**src/rtl/video_tg_param.sv**
```systemverilog
// Parametrised video timing generator: counters, composite sync, blanking, burst gate, XHD/XVD strobes, field flag.
// Optional genlock to an external XHD is enabled by defining VIDEO_TG_PARAM_GENLOCK_EN.
module video_tg_param #(
   parameter int C_HCTR_W     = 11,
   parameter int C_VCTR_W     = 10,
   parameter int C_H_TOT      = 910,
   parameter int C_V_TOT      = 525,
   parameter int C_HSYNC_LEN  = 67,
   parameter int C_HBLK_END   = 150,
   parameter int C_HFP_LEN    = 20,
   parameter int C_BURST_ST   = 76,
   parameter int C_BURST_LEN  = 36,
   parameter int C_VSYNC_ST   = 3,
   parameter int C_VSYNC_LEN  = 3,
   parameter int C_VBLK_LINES = 20
) (
   input  logic                CK_i,
   input  logic                SR_i,
   input  logic                CK_EE_i,
   input  logic                INTERLACE_i,
`ifdef VIDEO_TG_PARAM_GENLOCK_EN
   input  logic                XHD_EXT_i,
`endif
   output logic                XSYNC_o,
   output logic                BLANK_o,
   output logic                BURST_o,
   output logic                XHD_o,
   output logic                XVD_o,
   output logic                FIELD_o,
   output logic [C_HCTR_W-1:0] HCTRs_o,
   output logic [C_VCTR_W-1:0] VCTRs_o
);

   localparam int H_LAST      = C_H_TOT - 1;
   localparam int V_LAST      = C_V_TOT - 1;
   localparam int V_HALF      = (C_V_TOT + 1) / 2;
   localparam int V_PROG_LAST = (C_V_TOT - 1) / 2 - 1;
   localparam int SERR_ST     = C_H_TOT - C_HSYNC_LEN;
   localparam int HFP_ST      = C_H_TOT - C_HFP_LEN;

   logic [C_HCTR_W-1:0] hctr_q, hctr_d;
   logic [C_VCTR_W-1:0] vctr_q, vctr_d;
   logic ilace_q, ilace_d;
   logic xsync_q, xsync_d;
   logic blank_q, blank_d;
   logic burst_q, burst_d;
   logic xhd_q, xhd_d;
   logic xvd_q, xvd_d;
   logic field_q, field_d;
   logic ext_d1_q, ext_d1_d;

   logic [31:0] h32, v32, fl32;
   logic in_f1, line_end, field_last, frame_last, hsync, vsync_line, wrap, ext_fall;

   // Decode runs on 32-bit zero-extended counters so compares see full parameter values.
   always_comb begin
      h32        = 32'(hctr_q);
      v32        = 32'(vctr_q);
      in_f1      = ilace_q && (v32 >= V_HALF);
      fl32       = in_f1 ? (v32 - V_HALF) : v32;
      line_end   = (h32 == H_LAST);
      field_last = ilace_q ? ((v32 == V_HALF - 1) || (v32 == V_LAST)) : (v32 == V_PROG_LAST);
      frame_last = ilace_q ? (v32 == V_LAST) : (v32 == V_PROG_LAST);
      hsync      = (h32 < C_HSYNC_LEN);
      vsync_line = (fl32 >= C_VSYNC_ST) && (fl32 < C_VSYNC_ST + C_VSYNC_LEN);
`ifdef VIDEO_TG_PARAM_GENLOCK_EN
      ext_fall   = ext_d1_q && !XHD_EXT_i;
      ext_d1_d   = CK_EE_i ? XHD_EXT_i : ext_d1_q;
`else
      ext_fall   = 1'b0;
      ext_d1_d   = ext_d1_q;
`endif
      wrap       = line_end || ext_fall;

      hctr_d  = hctr_q;
      vctr_d  = vctr_q;
      ilace_d = ilace_q;
      xsync_d = xsync_q;
      blank_d = blank_q;
      burst_d = burst_q;
      xhd_d   = xhd_q;
      xvd_d   = xvd_q;
      field_d = field_q;

      if (CK_EE_i) begin
         // Vsync lines are held low except for the serration tail of each line.
         xsync_d = vsync_line ? (h32 >= SERR_ST) : !hsync;
         blank_d = (h32 < C_HBLK_END) || (h32 >= HFP_ST) || (fl32 < C_VBLK_LINES);
         burst_d = (h32 >= C_BURST_ST) && (h32 < C_BURST_ST + C_BURST_LEN) && !vsync_line;
         xhd_d   = !line_end;
         xvd_d   = !(line_end && field_last);
         field_d = in_f1;
         if (wrap) begin
            hctr_d = '0;
            if (frame_last) begin
               vctr_d  = '0;
               ilace_d = INTERLACE_i;
            end else begin
               vctr_d = vctr_q + 1'b1;
            end
         end else begin
            hctr_d = hctr_q + 1'b1;
         end
      end
   end

   always_ff @(posedge CK_i) begin
      if (SR_i) begin
         hctr_q   <= '0;
         vctr_q   <= '0;
         ilace_q  <= INTERLACE_i;
         xsync_q  <= 1'b1;
         blank_q  <= 1'b1;
         burst_q  <= 1'b0;
         xhd_q    <= 1'b1;
         xvd_q    <= 1'b1;
         field_q  <= 1'b0;
         ext_d1_q <= 1'b1;
      end else begin
         hctr_q   <= hctr_d;
         vctr_q   <= vctr_d;
         ilace_q  <= ilace_d;
         xsync_q  <= xsync_d;
         blank_q  <= blank_d;
         burst_q  <= burst_d;
         xhd_q    <= xhd_d;
         xvd_q    <= xvd_d;
         field_q  <= field_d;
         ext_d1_q <= ext_d1_d;
      end
   end

   assign XSYNC_o = xsync_q;
   assign BLANK_o = blank_q;
   assign BURST_o = burst_q;
   assign XHD_o   = xhd_q;
   assign XVD_o   = xvd_q;
   assign FIELD_o = field_q;
   assign HCTRs_o = hctr_q;
   assign VCTRs_o = vctr_q;

endmodule
```
**config.mk**
```make
export PLATFORM = sky130hd
export DESIGN_NAME = video_tg_param
export DESIGN_NICKNAME = d
export VERILOG_FILES = /design/src/rtl/video_tg_param.sv
export SDC_FILE = /design/constraint.sdc
export NUM_CORES = 1
export LEC_CHECK = 0
export BUFFER_PORTS_ARGS = -buffer_cell sky130_fd_sc_hd__buf_2
export CAP_MARGIN = 20
export CORE_AREA = 3 3 66 68
export DETAILED_ROUTE_END_ITERATION = 12
export DIE_AREA = 0 0 69 71
export PLACE_DENSITY = 0.74
export SETUP_SLACK_MARGIN = 0.2
export SLEW_MARGIN = 20
export SYNTH_ARGS = -nofsm -noshare
export SYNTH_HDL_FRONTEND = slang
export SYNTH_SLANG_ARGS = --single-unit
```
**constraint.sdc**
```tcl
create_clock -name CK_i -period 2.3 [get_ports CK_i]
set_clock_uncertainty 0.2 [all_clocks]
set_input_delay 0.115 -clock CK_i [delete_from_list [all_inputs] [get_ports CK_i]]
set_output_delay 0.115 -clock CK_i [all_outputs]
set_load 0.005 [all_outputs]
```
* Yosys cells after proc, flatten, opt, wreduce, memory -nomap -nowiden
Cells that the tools add are included.
** Operators by class
- Mux-type cells :: 10
- Reductions and logical operators :: 17
- Add/sub/neg operators :: 3
- Order comparisons :: 10
- Equality and inequality tests :: 4
** Operators by type and width (count)
- 32-bit by 2-bit >= comparator with 1-bit output, second input constant :: 1
- 32-bit by 3-bit < comparator with 1-bit output, second input constant :: 1
- 32-bit by 5-bit < comparator with 1-bit output, second input constant :: 1
- 32-bit 2-to-1 mux :: 1
- 11-bit by 10-bit >= comparator with 1-bit output, second input constant :: 2
- 11-bit by 7-bit < comparator with 1-bit output, second input constant :: 2
- 10-bit by 9-bit == test with 1-bit output, second input constant :: 2
- 11-bit by 1-bit adder with 11-bit output, second input constant :: 1
- 11-bit by 10-bit == test with 1-bit output, second input constant :: 1
- 11-bit by 7-bit >= comparator with 1-bit output, second input constant :: 1
- 11-bit by 8-bit < comparator with 1-bit output, second input constant :: 1
- 11-bit 2-to-1 mux :: 1
- 10-bit by 9-bit subtractor with 11-bit output, second input constant :: 1
- 10-bit by 1-bit adder with 10-bit output, second input constant :: 1
- 10-bit == test, second input constant :: 1
- 10-bit by 9-bit >= comparator with 1-bit output, second input constant :: 1
- 10-bit 2-to-1 mux :: 1
- 1-bit 2-to-1 mux :: 7
- 2-bit nonzero test :: 3
- 1-bit logical AND :: 5
- 1-bit logical NOT :: 4
- 1-bit logical OR :: 3
- 3-bit AND reduction :: 1
- 2-bit AND reduction :: 1
** Storage, ports and cells
- Logic and storage cells :: 53
- Bits in registers :: 28
- Input bits :: 4

* Depth between registers and ports, before layout
- Word-level depth :: 7
- Gate-level depth with buffers :: 11
- Depth with buffers taken out :: 8

* Worst setup path after synthesis
Ideal clock, no wire load.
- Path type :: register -> register
- Start point :: register hctr_q[1] (netlist: HCTRs_o[1])
- End point :: register ilace_q, enable pin
- Data arrival time :: 1759 ps
- Slack :: 97 ps
- Period minus slack after synthesis :: 2203 ps
- Setup time :: 244 ps
- Stages on the path, launching flop included :: 11
- Cell sequence :: dfxtp_1 clkbuf_1 inv_1 ha_1 nor4bb_1 and4_1 buf_2 or2_0 clkbuf_1 o21a_1 buf_4
** On the way
- Longest elaborated chain between the ends :: 3
** RTL lines
- from (decl) :: RTL line 41 : logic [C_HCTR_W-1:0] hctr_q, hctr_d;
- from (signal assigned) :: RTL line 120 : hctr_q <= hctr_d;
- 11-bit by 10-bit == test with 1-bit output :: RTL line 61 : line_end = (h32 == H_LAST);
- 2-bit nonzero test (no line)
- 3-bit AND reduction (no line)
- to (signal assigned) :: RTL line 111 : ilace_q <= INTERLACE_i;
- to (signal assigned) :: RTL line 122 : ilace_q <= ilace_d;
- to (decl) :: RTL line 43 : logic ilace_q, ilace_d;
No other way between the ends.
A chain may end at the register's enable or synchronous reset.

* Worst setup path in the final report
- Start point :: register vctr_q[5] (netlist: VCTRs_o[5])
- End point :: register burst_q (netlist: BURST_o)
** On the way
- Longest elaborated chain between the ends :: 7
** RTL lines
- from (decl) :: RTL line 42 : logic [C_VCTR_W-1:0] vctr_q, vctr_d;
- from (signal assigned) :: RTL line 121 : vctr_q <= vctr_d;
- 10-bit by 9-bit >= comparator with 1-bit output :: RTL line 59 : in_f1 = ilace_q && (v32 >= V_HALF);
- 1-bit logical AND :: RTL line 59
- 32-bit 2-to-1 mux * :: RTL line 60 : fl32 = in_f1 ? (v32 - V_HALF) : v32;
- 32-bit by 2-bit >= comparator with 1-bit output / 32-bit by 3-bit < comparator with 1-bit output (equally long branches) :: RTL line 65 : vsync_line = (fl32 >= C_VSYNC_ST) && (fl32 < C_VSYNC_ST + C_VSYNC_LEN);
- 1-bit logical AND * :: RTL line 65
- 1-bit logical NOT * :: RTL line 89 : burst_d = (h32 >= C_BURST_ST) && (h32 < C_BURST_ST + C_BURST_LEN) && !vsync_line;
- 1-bit logical AND * :: RTL line 89
- to (signal assigned) :: RTL line 125 : burst_q <= burst_d;
- to (decl) :: RTL line 46 : logic burst_q, burst_d;
Mark *: on every way between the ends. The rest lies on a longest branch, timed or not.

==> run summary <==
status -> complete, no violations
final net count -> 303
Mapped Nets -> 254
EDFF count, synth -> 1
DR vias -> 1985
Initial Util -> 0.490
GRT Util Overall -> 0.196
core box area -> 3910 um^2
synthesized flop and latch total -> 28
Multi-input gate area -> 1320 um^2
Seq/Total Area, Yosys -> 0.297
Setup Crit Path Kind -> flop to flop
CP Launch Type -> flop
Final HPWL DP -> 3.69 mm
Post-synth top flop -> dfxtp_1
Pleak -> 1.05 nW
Top Ports -> 31
ANT cells -> 0
Post-Route WL -> 5.15 mm
Iteration-0 DRC Markers -> 99
Inserted Clock Buffers -> 3
endpoints failing hold -> 0
Die W -> 69 um
RePlAce Congestion -> 0.899
Yosys warnings -> 0
clk_lat worst skew -> 280 ps
Synth Cell Area -> 1920 um^2
share of cells above drive strength 1 -> 0.336
syn_area_per_cell -> 7.87 um^2
final setup fails -> 0
worst-margin pin slew -> 462 ps
Fillers -> 345
CP arrival -> 2050 ps
largest net degree at the start of global routing -> 16
Max Clock Freq -> 0.480 GHz
Final Critical Period -> 2080 ps
final cycle utilization of the critical path -> 0.905
die area -> 4900 um^2
RSZ-0062 raised after global routing -> yes
drt wl/cell -> 15.1 um
initial antenna violation count -> 0
total area of sequential cells -> 589 um^2
crit path max fanout -> 5
Pwr Total -> 0.873 mW
WP data required -> 2270 ps
gr busiest metal -> met2
Slowest-stage cell, CP -> or4_4
DR DRC count -> 0
commonest cells after routing, fill and taps aside -> 31 x buf_4, 30 x buf_2, 28 x nor2_1, 18 x dfxtp_1, 16 x nand2_1
Vias/cell -> 5.80
CP Cell Sequence -> or4_4 -> o21ai_2 -> a2111oi_4 -> xnor2_2 -> nand4b_1 -> a22o_1
Rows -> 23
Rel. slew slack -> 0.684
GRT met1 Usage -> 0.253
CTS sink count -> 28
H-tree depth -> 1
Slew Limit Fails -> 0
VDD IR-drop max -> 255 uV
Yosys cell types -> 56
CP endpoint kind -> flop
Cell Pwr Density -> 351 nW/um^2
Buffers on Ports -> 30
vias in the first global route -> 1798
post-synthesis cell count -> 244
setup TNS -> 0 ps
antenna-violating nets left -> 0
commonest non-fill, non-tap cell in the layout -> buf_4
Max-Cap Viols -> 0
Async S/R FF share, synth -> 0
clk buf depth -> 2
Tightest Hold Check Type -> input pin to flop
met2 usage -> 0.332
GRT met3 Usage -> 0.0199
die height -> 71 um
GRT overflow -> 0
global-route wire length before repair -> 8.07 mm
Initial DRT Pass Iterations -> 4
root buffer cell -> clkbuf_8
Crit path largest cell delay -> 540 ps
TritonCTS clock tree -> built
clock slew at reported path FFs -> 100 ps
P&R area growth vs syn -> 29.6%
-- final timing paths --
path	to	slack [ps]	depth (start not counted)	start
max	BURST_o	220	6	VCTRs_o[5]
min	HCTRs_o[1]	60	3	CK_EE_i
max reg2reg	BURST_o	220	6	VCTRs_o[5]
min reg2reg	XHD_o	300	2	XHD_o
-- metrics by stage --
stage,hold WS [ps],setup WS (ps),area [um^2],utilization,std cells
finish,59.1,218,2490,0.636,342
global route,89.9,124,2490,0.636,342
CTS,59.4,202,2350,0.601,338
detailed placement,96.5,60.2,2240,0.572,331
global placement,92.7,62.9,2240,0.572,331
floorplan,13.9,143,1920,-,244
-- cells by family (layout without fill, tap and decap cells) --
kind of cell	count (synthesis)	count (layout)	synth area share
DFF	28	28	0.297
xor gates and xnor gates	16	16	0.0730
buffers and inverters	30	78	0.0730
muxes	4	4	0.0209
and+or+nand+nor	107	107	0.307
AOI/OAI and AO/OA	53	53	0.190
adders and majority gates	6	6	0.0391
-- Yosys cell counts, drive strengths merged (7+ instances only) --
| cell type | number | share of area |
|---|---|---|
| inv | 9 | 0.018 |
| xnor2 | 7 | 0.032 |
| nor2 | 29 | 0.058 |
| xor2 | 9 | 0.041 |
| buf | 15 | 0.044 |
| nand3 | 8 | 0.021 |
| nand4 | 8 | 0.026 |
| o21ai | 10 | 0.028 |
| nand2 | 17 | 0.033 |
| dfxtp | 27 | 0.28 |
| nor3 | 8 | 0.026 |
| and3 | 7 | 0.023 |
| a21oi | 9 | 0.023 |
-- final cells by class --
type                    count  share of cell area
multi-input cells         186               0.531
flip-flops and latches     28               0.237
repair buffers             65               0.171
well taps                  50              0.0252
clock buffers               4              0.0221
inverters                   9              0.0136
-- power breakdown --
part           switching, mW  internal [mW]
Clock                  0.153          0.153
Sequential           0.00445          0.490
Combinational         0.0413         0.0320
-- timing repair --
item                                   in CTS  in global routing
hold buffers                                2                  0
resized for setup                          11                 27
buffers inserted                            1                  4
pin swaps                                   3                 20
endpoints found under the hold margin       2                  0
setup endpoints to repair                   6                 13
-- layer usage --
metal,vias to the layer above,share of wire
met1,923,0.43
met4,0,0.019
met3,11,0.055
li1,977,-
met5,-,0
met2,74,0.49
-- registers in the layout, summed over array words and instances (netlist names) --
name and cells:
HCTRs_o 11, VCTRs_o 10, BLANK_o 1, BURST_o 1
FIELD_o 1, XHD_o 1, XSYNC_o 1, XVD_o 1
ilace_q 1
-- critical path, delay by kind of cell, from the launching register on --
family / cells / cell delay (ps)
and+or+nand+nor: 2 / 710
AOI/OAI and AO/OA: 3 / 490
DFF: 1 / 380
xor gates and xnor gates: 1 / 190
(Power assumes the default switching activity.)
